**src/rtl/imem_loader_if.sv**
```systemverilog
// Byte-stream ingress and instruction-memory write port of the boot loader.
// The loader is the slave; the stream source / memory side is the master.
interface imem_loader_if #(
   parameter int ADDR_WIDTH = 10
);
   logic                  in_valid;
   logic [7:0]            in_data;
   logic                  in_ready;
   logic                  mem_we;
   logic [ADDR_WIDTH-1:0] mem_addr;
   logic [7:0]            mem_wdata;

   modport master (
      output in_valid, in_data,
      input  in_ready, mem_we, mem_addr, mem_wdata
   );

   modport slave (
      input  in_valid, in_data,
      output in_ready, mem_we, mem_addr, mem_wdata
   );
endinterface

```
**src/rtl/imem_loader.sv**
```systemverilog
// Boot loader: parses a length/payload/checksum frame and writes the payload big-endian
// into instruction memory, holding the CPU in reset until a good frame has landed.
module imem_loader #(
   parameter int ADDR_WIDTH = 10
) (
   input  logic          clk,
   input  logic          reset,
   input  logic          start,
   imem_loader_if.slave  bus,
   output logic          cpu_hold,
   output logic          done,
   output logic          error
);
   localparam int CW = ADDR_WIDTH + 1;
   localparam logic [17:0] CAPACITY = 18'(2 ** ADDR_WIDTH);

   typedef enum logic [2:0] {
      S_IDLE, S_LEN_HI, S_LEN_LO, S_DATA, S_CHECK, S_DONE, S_ERROR
   } state_t;

   state_t                state_q, state_d;
   logic [7:0]            len_hi_q, len_hi_d;
   logic [CW-1:0]         cnt_q, cnt_d;
   logic [CW-1:0]         total_q, total_d;
   logic [7:0]            xor_q, xor_d;
   logic                  mem_we_q, mem_we_d;
   logic [ADDR_WIDTH-1:0] mem_addr_q, mem_addr_d;
   logic [7:0]            mem_wdata_q, mem_wdata_d;

   logic                  in_ready;
   logic                  accept;
   logic [15:0]           words;
   logic [17:0]           bytes_total;

   assign in_ready = (state_q == S_LEN_HI) || (state_q == S_LEN_LO) ||
                     (state_q == S_DATA)   || (state_q == S_CHECK);
   assign accept   = in_ready & bus.in_valid;

   always_comb begin
      state_d     = state_q;
      len_hi_d    = len_hi_q;
      cnt_d       = cnt_q;
      total_d     = total_q;
      xor_d       = xor_q;
      mem_we_d    = 1'b0;
      mem_addr_d  = mem_addr_q;
      mem_wdata_d = mem_wdata_q;
      words       = {len_hi_q, bus.in_data};
      // 18-bit byte count so a large N cannot alias into a small, accepted size
      bytes_total = {words, 2'b00};

      case (state_q)
         S_IDLE, S_DONE, S_ERROR: begin
            if (start) begin
               state_d = S_LEN_HI;
               cnt_d   = '0;
               xor_d   = '0;
            end
         end
         S_LEN_HI: begin
            if (accept) begin
               len_hi_d = bus.in_data;
               state_d  = S_LEN_LO;
            end
         end
         S_LEN_LO: begin
            if (accept) begin
               if (words == 16'd0) begin
                  state_d = S_CHECK;
               end else if (bytes_total > CAPACITY) begin
                  state_d = S_ERROR;
               end else begin
                  total_d = bytes_total[CW-1:0];
                  state_d = S_DATA;
               end
            end
         end
         S_DATA: begin
            if (accept) begin
               mem_we_d    = 1'b1;
               mem_addr_d  = cnt_q[ADDR_WIDTH-1:0];
               mem_wdata_d = bus.in_data;
               xor_d       = xor_q ^ bus.in_data;
               cnt_d       = cnt_q + CW'(1);
               if (cnt_q == total_q - CW'(1)) begin
                  state_d = S_CHECK;
               end
            end
         end
         S_CHECK: begin
            if (accept) begin
               state_d = (bus.in_data == xor_q) ? S_DONE : S_ERROR;
            end
         end
         default: state_d = S_IDLE;
      endcase
   end

   always_ff @(posedge clk) begin
      if (reset) begin
         state_q     <= S_IDLE;
         len_hi_q    <= '0;
         cnt_q       <= '0;
         total_q     <= '0;
         xor_q       <= '0;
         mem_we_q    <= 1'b0;
         mem_addr_q  <= '0;
         mem_wdata_q <= '0;
      end else begin
         state_q     <= state_d;
         len_hi_q    <= len_hi_d;
         cnt_q       <= cnt_d;
         total_q     <= total_d;
         xor_q       <= xor_d;
         mem_we_q    <= mem_we_d;
         mem_addr_q  <= mem_addr_d;
         mem_wdata_q <= mem_wdata_d;
      end
   end

   assign bus.in_ready  = in_ready;
   assign bus.mem_we    = mem_we_q;
   assign bus.mem_addr  = mem_addr_q;
   assign bus.mem_wdata = mem_wdata_q;
   assign cpu_hold      = (state_q != S_DONE);
   assign done          = (state_q == S_DONE);
   assign error         = (state_q == S_ERROR);
endmodule

```
**src/flat_wrapper.sv**
```systemverilog
// flat-port wrapper written by rule: the top's interface ports become plain ports
module imem_loader_flat 
#(
   parameter int ADDR_WIDTH = 10
)
  (clk, reset, start, cpu_hold, done, error, bus_in_valid, bus_in_data, bus_in_ready, bus_mem_we, bus_mem_addr, bus_mem_wdata);
  imem_loader_if #(.ADDR_WIDTH(ADDR_WIDTH)) bus_i ();
  input  logic clk;
  input  logic reset;
  input  logic start;
  output logic cpu_hold;
  output logic done;
  output logic error;
  input wire logic [$bits(bus_i.in_valid)-1:0] bus_in_valid;
  input wire logic [$bits(bus_i.in_data)-1:0] bus_in_data;
  output wire logic [$bits(bus_i.in_ready)-1:0] bus_in_ready;
  output wire logic [$bits(bus_i.mem_we)-1:0] bus_mem_we;
  output wire logic [$bits(bus_i.mem_addr)-1:0] bus_mem_addr;
  output wire logic [$bits(bus_i.mem_wdata)-1:0] bus_mem_wdata;
  assign bus_i.in_valid = bus_in_valid;
  assign bus_i.in_data = bus_in_data;
  assign bus_in_ready = bus_i.in_ready;
  assign bus_mem_we = bus_i.mem_we;
  assign bus_mem_addr = bus_i.mem_addr;
  assign bus_mem_wdata = bus_i.mem_wdata;
  imem_loader #(.ADDR_WIDTH(ADDR_WIDTH)) u_core (.clk(clk), .reset(reset), .start(start), .bus(bus_i), .cpu_hold(cpu_hold), .done(done), .error(error));
endmodule
```
**config.mk**
```make
export PLATFORM = sky130hd
export DESIGN_NAME = imem_loader_flat
export DESIGN_NICKNAME = d
export VERILOG_FILES = /design/src/rtl/imem_loader_if.sv /design/src/rtl/imem_loader.sv /design/src/flat_wrapper.sv
export SDC_FILE = /design/constraint.sdc
export NUM_CORES = 1
export LEC_CHECK = 0
export BUFFER_PORTS_ARGS = -buffer_cell sky130_fd_sc_hd__buf_4
export CAP_MARGIN = 20
export CELL_PAD_IN_SITES_DETAIL_PLACEMENT = 1
export CELL_PAD_IN_SITES_GLOBAL_PLACEMENT = 2
export CORE_ASPECT_RATIO = 0.6
export CORE_MARGIN = 5
export CORE_UTILIZATION = 37
export DETAILED_ROUTE_END_ITERATION = 8
export PLACE_DENSITY = 0.9
export SLEW_MARGIN = 30
export SYNTH_ARGS = -nofsm -noshare
export SYNTH_HDL_FRONTEND = slang
export SYNTH_SLANG_ARGS = --single-unit
```
**constraint.sdc**
```tcl
create_clock -name clk -period 5.1 [get_ports clk]
set_input_delay 1.02 -clock clk [delete_from_list [all_inputs] [get_ports clk]]
set_output_delay 1.02 -clock clk [all_outputs]
set_load 0.02 [all_outputs]
```
==> impl.org, run 1 <==
** Timing
- Setup repair after global routing left no endpoint under its margin.
- Post-route clock skew :: between 3 and 4 ps
- Slew Limit Headroom :: approximately two fifths
- The worst path in the final design needs a cycle of 2800 ps, including I/O delays and setup.
- Accumulated negative setup slack :: 0 ps
- Setup violations remaining at the end of the flow were counted as 0.
- Hold Vio Cnt, Final :: 0
- Timing would allow up to between 300 and 400 MHz.
- Across all hold checks on the routed design, the worst slack comes to roughly 450 ps.
- At the pin with the least slew margin, the transition time is roughly 900 ps.
- Period Utilization, post-route :: 54.9%
- The max-slew violation total from the final report is 0.

** Floorplanning
- Die Area :: a little under 10,000 um2
- Row cnt :: 24
- Die W :: about 120 um
- The die is 78.0 um tall.
- 35 I/O pins were placed.
- Starting Density :: roughly 39%
- Placeable core region :: 7390 um2

** Clock tree
- Clock transition at the register clock pins on the worst setup and hold paths after CTS :: roughly 50 ps
- At the later pin of the worst-skew pair, clock insertion delay measures roughly 330 ps.
- TritonCTS clock tree :: yes
- The number of clock buffers added by TritonCTS is 9.
- Once the clock tree was built, the resizer swapped 0 gates to a different size.
- In this run the post-CTS setup repair buffer count came out at 0.
- Maximum clock insertion buffer count :: 2
- H-tree level count :: 3
- The number of hold buffers added after CTS was 0.
- Clk sinks :: between 50 and 60
- Clock root buffer :: sky130_fd_sc_hd__clkbuf_16

** GRT
- The first global-routing pass estimated 13.4 mm of wire.
- Global routing consumed, over all layers together, a little under a fifth of the routing resources.
- Vias in the first global route :: around 2,500
- Entering global routing, the biggest net connects 42 pins.
- GRT Residual Overflow :: 0
- The initial antenna violation count came to 0.

** Job
- The tool flagged a number of max-cap violations equal to 0.

** Synth
- Synthesis handed over a netlist of 340 instances.
- Nets in the synthesized netlist :: 354
- Async set-or-reset flop fraction in the synthesized netlist :: 0%
- Synthesized area divided by synthesized cell count :: approximately 8.4 um2
- Synthesis inferred 58 register bits.
- The Yosys step of the flow raised 0 warnings.
- The cell area that synthesis handed to floorplanning was ~2800 um2.
- Top FF cell, synth :: sky130_fd_sc_hd__dfxtp_1
- Yosys mapped a number of flops with a built-in enable equal to 0.
- By instance count, the leading cell after synthesis is sky130_fd_sc_hd__dfxtp_1.
- Synth top area cells :: sky130_fd_sc_hd__dfxtp_1 41%, sky130_fd_sc_hd__xor2_1 6.8%, sky130_fd_sc_hd__mux2i_1 6.7%
- The top cell type by area accounts for about two fifths of the synthesized area.
- The netlist uses 46 different library cells.
- Register area share after synthesis :: roughly two fifths
- Commonest cells in the netlist :: 58 x sky130_fd_sc_hd__dfxtp_1, 44 x sky130_fd_sc_hd__nand2_1, 40 x sky130_fd_sc_hd__nor2_1
- Cell type with the highest aggregate area in the netlist :: sky130_fd_sc_hd__dfxtp_1

** Layout
- Cells fill between 40% and 50% of the core in the end.
- At the end of the flow, the number of nets in the layout was 380.
- Of the cells placed in the final design, the portion with a size suffix greater than 1 is 14.8%.
- Compared with the post-synthesis result, the final layout area differs by 20.1%.
- The filler cells instantiated in the layout total slightly above 900.
- Diode insertion count for antenna repair :: 0
- Summing all flip-flop and latch instances after layout gives about 1200 um2.
- Summing all multi-input logic gate instances after layout gives 1570 um2.
- Once layout is complete, the cells apart from fillers number about 480.

** Setup path
- On the worst path, the slowest cell contributes a delay of a little under 700 ps.
- Of all nets on the critical path, the largest fanout is 19.
- Walking the worst path, the cells encountered are and2b_1 > nor4b_4 > or2_2 > a21o_1 > nor2_1.
- Class of the most critical setup path :: reg -> reg
- Arrival time reported for the critical path endpoint :: roughly 3000 ps
- STA classifies the critical path startpoint as a flop.
- Buffers & Inverters on Critical Path :: 0
- The worst register-to-register path begins at u_core.state_q[2]$_SDFFE_PP0P_.
- In this design, the largest share of critical-path delay is due to simple AND/OR/NAND/NOR gates.
- Endpoint required time on the critical path :: around 5300 ps
- Kind of end point of the critical path :: flop
- Origin of the worst setup path :: u_core.state_q[2]$_SDFFE_PP0P_
- Slowest library cell on the worst path :: sky130_fd_sc_hd__nor4b_4

** Routing
- Detailed-route wire length per cell :: 17.5 um
- In this run the remaining antenna-violating nets after routing total 0.
- Length of routed met3 wiring :: about 360 um
- Routed length on met2 :: 3.44 mm
- In this run, the number of DRC markers left after iteration 0 of detailed routing was roughly 180.
- For this block, the routed nets add up to roughly 8.3 mm of wire.
- Detailed-router iteration count before antenna repair :: 4
- Summing over every cut layer, the via total after detailed routing is 2,503.
- After detailed routing, the wire length on met1 is between 4 and 5 mm.
- DRC :: 0
- Using the TritonRoute via totals, the vias-per-cell ratio works out to ~5.3.
- Highest metal used :: met4

** Hold path
- The path class of the tightest hold or removal check is reg -> reg.
- Worst hold path startpoint :: u_core.bus.mem_wdata[0]$_SDFFE_PP0P_

** Placed design
- The number of placed instances, taps included, is 459.
- Final estimated routing congestion in global placement :: ~0.88
- Count of buffers inserted at the top-level ports :: 34
- Half-perimeter wire length after detailed placement :: between 5 and 6 mm

** Power and ir drop
- In this run the power spent charging and discharging nets is between 500 and 600 uW.
- The internal power of the cells totals a little over 1 mW.
- Power per standard cell area :: between 400 and 500 nW/um2
- Sw Share :: about a third
- Relative contribution of the clock network to total power :: 34.1%
- Across the VDD grid, the largest voltage drop is ~160 uV.
- Sequential group share of total power :: 36.1%
- Summed over all cells, the static leakage comes to between 1 and 1.5 nW.
- Of the total power, combinational logic draws around 30%.

** Outcome
- Outcome :: finished, final reports clean
tightest hold or removal path: stages, from the launching register on:
cell                      delay, ps
sky130_fd_sc_hd__dfxtp_1        300
sky130_fd_sc_hd__nand2_1         50
sky130_fd_sc_hd__a21oi_1         50
final timing paths:
| path | slack, ps | endpoint | cells after the start |
|---|---|---|---|
| setup reg to reg | 2300 | u_core.xor_q[6]$_SDFFE_PP0P_ | 5 |
| setup / recovery | 2300 | u_core.xor_q[6]$_SDFFE_PP0P_ | 5 |
| hold / removal | 450 | u_core.bus.mem_wdata[0]$_SDFFE_PP0P_ | 2 |
| hold reg to reg | 450 | u_core.bus.mem_wdata[0]$_SDFFE_PP0P_ | 2 |
layout by cell type, fill, tap and decap left out, types with 4 or more instances in the layout:
master / count
sky130_fd_sc_hd__dfxtp_1: 58
sky130_fd_sc_hd__nand2_1: 44
sky130_fd_sc_hd__nor2_1: 40
sky130_fd_sc_hd__buf_4: 36
sky130_fd_sc_hd__a21oi_1: 27
sky130_fd_sc_hd__xor2_1: 22
sky130_fd_sc_hd__mux2i_1: 19
sky130_fd_sc_hd__o21ai_0: 16
sky130_fd_sc_hd__xnor2_1: 10
sky130_fd_sc_hd__clkbuf_16: 9
sky130_fd_sc_hd__inv_1: 7
sky130_fd_sc_hd__nand3_1: 7
sky130_fd_sc_hd__or3_1: 7
sky130_fd_sc_hd__nor3_1: 6
sky130_fd_sc_hd__a21o_1: 5
sky130_fd_sc_hd__nor4_1: 5
sky130_fd_sc_hd__and3_1: 4
sky130_fd_sc_hd__nor2b_1: 4
sky130_fd_sc_hd__a31oi_1: 4
cells by family after synthesis:
family          share of synthesized area [%]
fa+ha+maj                               0.879
simple gates                             22.7
xor+xnor                                 9.84
flops                                    40.8
mux                                      6.68
buf+inv                                  4.39
compound gates                           14.8
power by group through the flow:
stage               Clock (mW)  Combinational, mW  Sequential, mW
floorplan                    0              0.376           0.549
global placement             0              0.457           0.577
detailed placement           0              0.467           0.580
CTS                      0.552              0.473           0.572
global route             0.576              0.520           0.581
finish                   0.540              0.474           0.573
area by class of cell:
type                            instances  share of cell area, %
Tap cell                              104                   3.80
Timing Repair Buffer                   36                   7.90
Sequential cell                        58                   33.9
Clock inverter                          3                  0.439
Inverter                                7                  0.768
Multi-Input combinational cell        254                   45.8
Clock buffer                           13                   7.32
sequential cells by signal, indices dropped and copies added (netlist names):
register              flops
u_core.cnt_q             11
u_core.xor_q              8
u_core.bus.mem_we         1
u_core.state_q            3
u_core.bus.mem_wdata      8
u_core.total_q            9
u_core.bus.mem_addr      10
u_core.len_hi_q           8
layer usage:
layer  vias up  global-route usage [%]
met2        41                    25.6
li1       1224                       -
met4         0                    7.07
met5         -                       0
met3        12                    5.52
met1      1226                    26.2
stage by stage:
stage / area, um2 / total power, mW / setup slack (ps)
6_report: 3420 / 1.59 / 2300
5_1_grt: 3420 / 1.68 / 2080
4_1_cts: 3420 / 1.60 / 2320
3_5_place_dp: 3160 / 1.05 / 2200
3_3_place_gp: 3160 / 1.03 / 2310
2_1_floorplan: 2850 / 0.925 / 2610
(Power assumes the default switching activity.)
==> inputs of run 2 (changes only) <==
--- a/config.mk
+++ b/config.mk
@@ -5,15 +5,16 @@
 export SDC_FILE = /design/constraint.sdc
 export NUM_CORES = 1
 export LEC_CHECK = 0
+export ABC_AREA = 1
 export BUFFER_PORTS_ARGS = -buffer_cell sky130_fd_sc_hd__buf_4
 export CAP_MARGIN = 20
 export CELL_PAD_IN_SITES_DETAIL_PLACEMENT = 1
 export CELL_PAD_IN_SITES_GLOBAL_PLACEMENT = 2
 export CORE_ASPECT_RATIO = 0.6
 export CORE_MARGIN = 5
-export CORE_UTILIZATION = 37
+export CORE_UTILIZATION = 29
 export DETAILED_ROUTE_END_ITERATION = 8
-export PLACE_DENSITY = 0.9
+export PLACE_DENSITY = 0.81
 export SLEW_MARGIN = 30
 export SYNTH_ARGS = -nofsm -noshare
 export SYNTH_HDL_FRONTEND = slang
==> constraint.sdc (replaced) <==
create_clock -name clk -period 2.3 [get_ports clk]
set_input_delay 0.46 -clock clk [delete_from_list [all_inputs] [get_ports clk]]
set_output_delay 0.46 -clock clk [all_outputs]
set_load 0.02 [all_outputs]
==> impl.org, run 2 <==
** Outcome
- Outcome :: finished, final reports clean (unchanged)

** Hold path
- The beginning of the worst hold path is bus_in_data[6] (was u_core.bus.mem_wdata[0]$_SDFFE_PP0P_).
- The worst hold path stage count was 3 (was 2).
- The worst hold path class is in -> reg (was reg -> reg).
- The worst-case hold path end point is u_core.bus.mem_wdata[6]$_SDFFE_PP0P_ (was u_core.bus.mem_wdata[0]$_SDFFE_PP0P_).

** Setup path
- The worst setup slack for register-to-register paths is 290 ps (was 2300 ps).
- The data required time at the worst endpoint was 2490 ps (was 5280 ps).
- Arrival time reported for the critical path endpoint :: 2200 ps (was 2980 ps)
- Slowest cell delay on critical path :: 460 ps (was 690 ps)
- The reg-to-reg startpoint is u_core.state_q[1]$_SDFFE_PP0P_ (was u_core.state_q[2]$_SDFFE_PP0P_).
- Startpoint type of the worst setup path :: flop (unchanged)
- Class of the most critical setup path :: reg -> reg (unchanged)
- Cell repeated most along the worst path :: sky130_fd_sc_hd__nand2_1
- The top fanout value on the critical path is 18 (was 19).
- Kind of end point of the critical path :: flop (unchanged)
- Destination of the worst register-to-register timing path :: u_core.total_q[6]$_SDFFE_PP0P_ (was u_core.xor_q[6]$_SDFFE_PP0P_)
- Slowest library cell on the worst path :: sky130_fd_sc_hd__dfxtp_1 (was sky130_fd_sc_hd__nor4b_4)
- Number of cells on the worst reg-to-reg path :: 7 (was 5)
- Cell Chain, Critical Path: nand2_1 > nor2_1 > nand2_1 > nor2_1 > nand2_1 > o21ai_0 > a21oi_1 (was and2b_1 > nor4b_4 > or2_2 > a21o_1 > nor2_1).

** Layout
- The layout cell share with drive strength beyond 1 came to 16.5% (was 14.8%).
- Commonest cells after routing, fill and taps aside: 93 x sky130_fd_sc_hd__nand2_1, 69 x sky130_fd_sc_hd__nor2_1, 58 x sky130_fd_sc_hd__dfxtp_1 (was 58 x sky130_fd_sc_hd__dfxtp_1, 44 x sky130_fd_sc_hd__nand2_1, 40 x sky130_fd_sc_hd__nor2_1).
- Synthesis-to-finish area growth :: 23.5% (was 20.1%)
- The final-stage net count is 469 (was 380).
- The flip-flop count of the largest register after layout is 11 (unchanged).
- Finished layout cell area :: 3610 um2 (was 3420 um2)
- The number of antenna repair diodes is 0 (unchanged).
- The count of fill cells added during filler insertion is 1,230 (was 907).
- Top reg by flops :: u_core.cnt_q (unchanged)
- The most common library cell in the layout ignoring fill and taps is sky130_fd_sc_hd__nand2_1 (was sky130_fd_sc_hd__dfxtp_1).

** Clock tree
- Number of buffers inserted to repair setup after CTS :: 0 (unchanged)
- The clock edge transition at the registers on the reported setup and hold paths was 50 ps (about the same).
- Count of instances resized after the clock tree is built :: 0 (unchanged)
- Number of hold buffers added after cts :: 0 (unchanged)
- The TritonCTS clock tree is yes (unchanged).
- The number of buffers between clock root and the deepest sink came to 2 (unchanged).
- The clock sink count is 58 (unchanged).
- The later-pin clock latency in the skew report was 330 ps (about the same).
- Clock root buffer :: sky130_fd_sc_hd__clkbuf_16 (unchanged)
- The H-tree depth reported by CTS came to 3 (unchanged).
- Total CTS buffers :: 9 (unchanged)

** Floorplanning
- The placeable core region came to 9840 um2 (was 7390 um2).
- The I/O pin count is 35 (unchanged).
- Die W :: 140 um (was 123 um)
- Die height :: 87.8 um (was 78.0 um)
- Die Area :: 12,300 um2 (was 9610 um2)
- The number of placement rows was 28 (was 24).
- Starting Density :: 29.7% (was 38.6%)

** Timing
- The post-route clock period utilization came to 87.5% (was 54.9%).
- Hold Vio Cnt, Final :: 0 (unchanged)
- Worst-margin pin slew :: 533 ps (was 914 ps)
- The maximum clock frequency is 497 MHz (was 357 MHz).
- The final-report setup violation count came to 0 (unchanged).
- Unrepaired setup endpoints after global routing :: false (unchanged)
- Accumulated negative setup slack :: 0 ps (unchanged)
- The largest clock skew in the final design came to 5.59 ps (was 3.97 ps).
- The tightest slew margin relative to the limit is 64.4% (was 38.9%).
- Clock period minus final worst setup slack :: 2010 ps (was 2800 ps)
- Max-slew violation total from the final report :: 0 (unchanged)

** GRT
- The overall track demand over capacity in global routing was 15.3% (was 18.3%).
- GRT Residual Overflow :: 0 (unchanged)
- The wire length of the first global-routing pass was 14.8 mm (was 13.4 mm).
- The via count of the first global-routing pass was 2,843 (was 2,505).
- Pin count of the biggest net entering global routing :: 29 (was 42)
- The initial antenna violation count came to 0 (unchanged).

** Routing
- Remaining number of nets flagged by the antenna check after routing :: 0 (unchanged)
- Detailed-router iteration count before antenna repair :: 4 (unchanged)
- The total detailed-routing wirelength was 8.86 mm (was 8.30 mm).
- Starting DRT DRC Count :: 123 (was 182)
- The per-cell via count in the routed design was 4.73 (was 5.27).
- The vias after detailed routing is 2,816 (was 2,503).
- The number of remaining DRC errors was 0 (unchanged).
- The average wire per standard cell was 14.9 um (was 17.5 um).

** Synth
- The number of distinct library cells after synthesis was 28 (was 46).
- The async set-or-reset flop fraction in the synthesized netlist was 0% (unchanged).
- Count of flip-flops with a built-in enable after synthesis :: 0 (unchanged)
- The most instantiated flip-flop cell in the synthesis netlist is sky130_fd_sc_hd__dfxtp_1 (unchanged).
- Commonest cells in the netlist: 93 x sky130_fd_sc_hd__nand2_1, 69 x sky130_fd_sc_hd__nor2_1, 58 x sky130_fd_sc_hd__dfxtp_1 (was 58 x sky130_fd_sc_hd__dfxtp_1, 44 x sky130_fd_sc_hd__nand2_1, 40 x sky130_fd_sc_hd__nor2_1).
- Synth top area cells :: sky130_fd_sc_hd__dfxtp_1 40%, sky130_fd_sc_hd__nand2_1 12%, sky130_fd_sc_hd__nor2_1 8.9% (was sky130_fd_sc_hd__dfxtp_1 41%, sky130_fd_sc_hd__xor2_1 6.8%, sky130_fd_sc_hd__mux2i_1 6.7%)
- Flip-flop and latch count after synthesis :: 58 (unchanged)
- Netlist area before placement :: 2920 um2 (was 2850 um2)
- The net count after synthesis was 433 (was 354).
- The synthesized instance count is 419 (was 340).
- The post-synthesis cell type with the largest combined area was sky130_fd_sc_hd__dfxtp_1 (unchanged).
- Synthesized area divided by synthesized cell count :: 6.98 um2 (was 8.38 um2)
- The count of warnings emitted by yosys was 0 (unchanged).
- Cell with the most instances after synthesis :: sky130_fd_sc_hd__nand2_1 (was sky130_fd_sc_hd__dfxtp_1)
- The sequential share of the synthesized area came to 39.7% (was 40.8%).
- The area share of the largest cell type after synthesis is 39.7% (was 40.8%).

** Placed design
- Final estimated routing congestion in global placement :: 0.844 (was 0.877)
- Area after detailed placement :: 3310 um2 (was 3160 um2)
- Count of buffers inserted at the top-level ports :: 34 (unchanged)
- Half-perimeter wire length after detailed placement :: 6.64 mm (was 5.73 mm)

** Job
- The total of max-cap violations was 0 (unchanged).

** Power and ir drop
- The maximum VDD drop is 491 uV (was 161 uV).
- The leakage power summed over all cells came to 1.49 nW (was 1.32 nW).
- Power per standard cell area :: 1220 nW/um2 (was 464 nW/um2)
run 2: cell types whose count changed after synthesis, sizes merged, moves of 17 or more:
| cell | delta |
|---|---|
| a21oi | +18 |
| inv | +34 |
| mux2i | -19 |
| nand2 | +53 |
| nor2 | +30 |
| o21ai | +17 |
| xor2 | -17 |
run 2: cell families after synthesis:
family          after synthesis  synth area share [%]
fa+ha+maj                     2                 0.856
xor+xnor                     15                  4.49
buf+inv                      56                  8.56
flops                        58                  39.7
simple gates                200                  28.3
compound gates               88                  18.0
run 2: layout make-up:
class | instances | area [um2] | area share (%)
Inverter | 41 | 156 | 4.33
Timing Repair Buffer | 40 | 313 | 8.67
Clock buffer | 14 | 264 | 7.31
Multi-Input combinational cell | 305 | 1510 | 41.9
Sequential cell | 58 | 1160 | 32.2
Tap cell | 135 | 169 | 4.68
Clock inverter | 2 | 35.0 | 0.971
run 2: per-layer routing:
metal	wire [um]	share of wire, %	global-route usage, %
met2	3730	42	23.3
met5	0	0	0
met4	62	0.70	3.17
met1	4780	54	21.5
met3	290	3.3	4.86
run 2: worst max-delay path by stage:
stage                                endpoint                      startpoint  cells past startpoint
2_1_floorplan  u_core.state_q[2]$_SDFFE_PP0P_  u_core.total_q[2]$_SDFFE_PP0P_                     14
3_3_place_gp   u_core.total_q[6]$_SDFFE_PP0P_                  bus_in_data[0]                      9
3_5_place_dp   u_core.total_q[6]$_SDFFE_PP0P_                  bus_in_data[0]                      9
4_1_cts        u_core.total_q[6]$_SDFFE_PP0P_  u_core.state_q[1]$_SDFFE_PP0P_                      7
5_1_grt        u_core.state_q[1]$_SDFFE_PP0P_  u_core.total_q[2]$_SDFFE_PP0P_                     14
6_report       u_core.total_q[6]$_SDFFE_PP0P_  u_core.state_q[1]$_SDFFE_PP0P_                      7
run 2: worst max-delay path: cells and delay by family, from the launching register on:
family / cells / cell delay, ps
compound gates: 2 / 410
flops: 1 / 460
simple gates: 5 / 1000
run 2: per-stage QoR:
stage                     hold WS [ps]  cells  setup WS (ps)  util (%)  power (mW)
after global routing               447    595            137      36.7        4.73
after global placement             444    579            268      33.6        3.04
final                              436    595            287      36.7        4.41
after detailed placement           457    579            180      33.6        3.08
after CTS                          425    595            286      36.7        4.46
after floorplan                    430    419            677         -        2.68
run 2: power breakdown:
part           internal, mW  switching, mW
clock network         0.895          0.449
registers              1.18          0.146
logic                 0.616           1.12
==> inputs of run 3 (changes only) <==
--- a/config.mk
+++ b/config.mk
@@ -12,9 +12,9 @@
 export CELL_PAD_IN_SITES_GLOBAL_PLACEMENT = 2
 export CORE_ASPECT_RATIO = 0.6
 export CORE_MARGIN = 5
-export CORE_UTILIZATION = 29
+export CORE_UTILIZATION = 32
 export DETAILED_ROUTE_END_ITERATION = 8
-export PLACE_DENSITY = 0.81
+export PLACE_DENSITY = 0.84
 export SLEW_MARGIN = 30
 export SYNTH_ARGS = -nofsm -noshare
 export SYNTH_HDL_FRONTEND = slang
==> constraint.sdc (replaced) <==
create_clock -name clk -period 1.9 [get_ports clk]
set_input_delay 0.38 -clock clk [delete_from_list [all_inputs] [get_ports clk]]
set_output_delay 0.38 -clock clk [all_outputs]
set_load 0.02 [all_outputs]
==> impl.org, run 3 (synthesized netlist as in run 2, its figures left out) <==
** Layout
- Ratio of cells with drive above 1 in the final layout :: 20.0% (was 16.5%)
- Synthesis-to-finish area growth :: 28.0% (was 23.5%)
- Non-filler cells in the finished layout :: 586 (was 595)
- Commonest cells after routing, fill and taps aside: 91 x sky130_fd_sc_hd__nand2_1, 69 x sky130_fd_sc_hd__nor2_1, 56 x sky130_fd_sc_hd__dfxtp_1 (was 93 x sky130_fd_sc_hd__nand2_1, 69 x sky130_fd_sc_hd__nor2_1, 58 x sky130_fd_sc_hd__dfxtp_1).
- The most common library cell in the layout ignoring fill and taps is sky130_fd_sc_hd__nand2_1 (unchanged).
- Diode insertion count for antenna repair :: 0 (unchanged)
- Number of flip-flops in the largest register :: 11 (unchanged)
- The final design instance area without fill is 3740 um2 (was 3610 um2).
- Top reg by flops :: u_core.cnt_q (unchanged)
- The final-stage net count is 479 (was 469).

** GRT
- Pin count of the biggest net entering global routing :: 22 (was 29)
- Vias in the first global route :: 2,986 (was 2,843)
- GRT Residual Overflow :: 0 (unchanged)
- The wire length of the first global-routing pass is 14.8 mm (about the same).
- All-Layer GR Usage :: 16.8% (was 15.3%)
- The initial antenna violation count was 0 (unchanged).

** Routing
- The per-cell via count in the routed design was 4.90 (was 4.73).
- The iteration count of the initial detailed-routing pass was 4 (unchanged).
- Detailed-route wire length per cell :: 15.5 um (was 14.9 um)
- Remaining number of nets flagged by the antenna check after routing :: 0 (unchanged)
- Wirelength, routed :: 9.07 mm (was 8.86 mm)
- The number of remaining DRC errors came to 0 (unchanged).
- The number of violations reported at the end of detailed-routing iteration 0 was 160 (was 123).
- The vias after detailed routing came to 2,874 (was 2,816).

** Clock tree
- The post-CTS setup-driven buffer insertion count came to 0 (unchanged).
- The number of cells upsized or downsized after cts was 0 (unchanged).
- H-tree level count :: 3 (unchanged)
- Total CTS buffers :: 9 (unchanged)
- Clk sinks :: 58 (unchanged)
- The clock edge transition at the registers on the reported setup and hold paths was 50 ps (about the same).
- The TritonCTS clock tree is yes (unchanged).
- Number of hold buffers added after cts :: 0 (unchanged)
- Clock root buffer :: sky130_fd_sc_hd__clkbuf_16 (unchanged)
- Worst skew pair latency :: 330 ps (about the same)
- Maximum clock insertion buffer count :: 2 (unchanged)

** Setup path
- Slowest cell delay on critical path :: 490 ps (was 460 ps)
- Destination of the worst register-to-register timing path :: u_core.xor_q[1]$_SDFFE_PP0P_ (was u_core.total_q[6]$_SDFFE_PP0P_)
- Flop2flop setup slack :: 180 ps (was 290 ps)
- The sort of element at the end of the critical path is a primary output (was flop).
- Number of cells on the worst reg-to-reg path :: 8 (was 7)
- The critical path launch point was u_core.state_q[2]$_SDFFE_PP0P_ (was u_core.state_q[1]$_SDFFE_PP0P_).
- Crit Path Max Fanout :: 6 (was 18)
- Startpoint type of the worst setup path :: flop (unchanged)
- Cell Chain, Critical Path :: inv_2 > o21ai_2 > nand2_1 > buf_4 (was nand2_1 > nor2_1 > nand2_1 > nor2_1 > nand2_1 > o21ai_0 > a21oi_1)
- The data arrival time of the worst path was 1360 ps (was 2200 ps).
- Worst reg2reg startpoint :: u_core.state_q[2]$_SDFFE_PP0P_ (was u_core.state_q[1]$_SDFFE_PP0P_)
- The cell with the largest stage delay on the worst path was sky130_fd_sc_hd__dfxtp_1 (unchanged).
- The data required time at the worst endpoint is 1520 ps (was 2490 ps).
- Class of the most critical setup path :: reg -> out (was reg -> reg)

** Floorplanning
- The total die area was 11,200 um2 (was 12,300 um2).
- The height of the die is 84.0 um (was 87.8 um).
- Count of pins on the block boundary :: 35 (unchanged)
- The initial standard-cell utilization of the core is 32.3% (was 29.7%).
- Row cnt :: 27 (was 28)
- The placeable core region is 9050 um2 (was 9840 um2).
- Die W :: 133 um (was 140 um)

** Timing
- The final-report setup violation count was 0 (unchanged).
- The smallest clock period supported by the final layout is computed as about 1700 ps.
- The actual slew at the worst max-slew pin is 445 ps (was 533 ps).
- The post-layout worst setup margin was 156 ps (was 287 ps).
- The worst-case hold slack came to 346 ps (was 436 ps).
- The max-slew violation total from the final report came to 0 (unchanged).
- Hold Vio Cnt, Final :: 0 (unchanged)
- Period Utilization, post-route :: between 90% and 100%
- The tightest slew margin relative to the limit came to 70.1% (was 64.4%).
- The largest clock skew in the final design came to 3.91 ps (was 5.59 ps).
- For this run, the top clock speed supported by timing is 573 MHz.

** Job
- The total of max-cap violations is 0 (unchanged).

** Placed design
- Setup Slack @ Placement :: -8.08 ps (was 180 ps)
- The post-DP HPWL came to 6.89 mm (was 6.64 mm).
- The count of buffers inserted at the top-level ports came to 34 (unchanged).
- Final estimated routing congestion in global placement :: 0.790 (was 0.844)
- The placed cell count is 570 (was 579).
- Area after detailed placement :: 3360 um2 (was 3310 um2)

** Hold path
- The worst hold path class is in -> reg (unchanged).
- Cell count of the worst hold path :: 3 (unchanged)
- Worst hold path endpoint :: u_core.bus.mem_wdata[7]$_SDFFE_PP0P_ (was u_core.bus.mem_wdata[6]$_SDFFE_PP0P_)
- The beginning of the worst hold path is bus_in_data[7] (was bus_in_data[6]).

** Power and ir drop
- The total chip power came to 5.74 mW (was 4.41 mW).
- The maximum VDD drop was 548 uV (was 491 uV).
- Power per standard cell area :: 1540 nW/um2 (was 1220 nW/um2)
- The leakage power summed over all cells came to 1.57 nW (was 1.49 nW).

** Outcome
- Outcome :: finished, final reports clean (unchanged)
run 3: cell count changes in the layout (fill, tap and decap cells not counted), moves of 2 or more:
cell / delta
sky130_fd_sc_hd__buf_4: +10
sky130_fd_sc_hd__nand2_2: +2
sky130_fd_sc_hd__bufinv_16: +2
sky130_fd_sc_hd__dfxtp_2: +2
sky130_fd_sc_hd__dfxtp_1: -2
sky130_fd_sc_hd__clkbuf_1: -3
sky130_fd_sc_hd__nand2_1: -2
run 3: through the flow:
step	TNS [ps]	utilization (%)
6_report	0	41.3
5_1_grt	-22.9	41.3
4_1_cts	0	41.0
3_5_place_dp	-8.08	37.1
3_3_place_gp	0	37.1
2_1_floorplan	0	-
run 3: how the worst max path moves through the flow:
| stage | to | slack, ps | depth (start not counted) |
|---|---|---|---|
| 2_1_floorplan | u_core.state_q[2]$_SDFFE_PP0P_ | 280 | 14 |
| 3_3_place_gp | u_core.total_q[2]$_SDFFE_PP0P_ | 1 | 9 |
| 3_5_place_dp | u_core.total_q[2]$_SDFFE_PP0P_ | -8 | 9 |
| 4_1_cts | u_core.cnt_q[6]$_SDFFE_PP0P_ | 60 | 9 |
| 5_1_grt | u_core.state_q[2]$_SDFFE_PP0P_ | -20 | 14 |
| 6_report | bus_in_ready | 160 | 4 |
run 3: metal layers:
layer	wire length [um]	up-vias	global-route usage, %
met5	0	-	0
met4	83	0	4.11
met3	341	9	5.18
met2	3960	43	26.0
met1	4680	1372	22.8
li1	-	1450	-
run 3: layout make-up:
| type | instances | area (um2) |
|---|---|---|
| Fill cell | 1143 | 5310 |
| Multi-Input combinational cell | 305 | 1540 |
| Sequential cell | 58 | 1160 |
| Timing Repair Buffer | 50 | 388 |
| Clock buffer | 11 | 253 |
| Inverter | 41 | 156 |
| Tap cell | 116 | 145 |
| Clock inverter | 5 | 100 |
run 3: worst max-delay path: cells and delay by family (launching register included):
| kind | cells | cell delay [ps] |
|---|---|---|
| DFF | 1 | 490 |
| AOI/OAI and AO/OA | 1 | 110 |
| buffers and inverters | 2 | 310 |
| and+or+nand+nor | 1 | 130 |
run 3: where the power goes:
part | internal (mW) | leakage [nW] | switching [mW] | total (mW)
logic | 0.818 | 0.921 | 1.40 | 2.22
clock network | 1.35 | 0.176 | 0.576 | 1.92
registers | 1.43 | 0.471 | 0.172 | 1.60
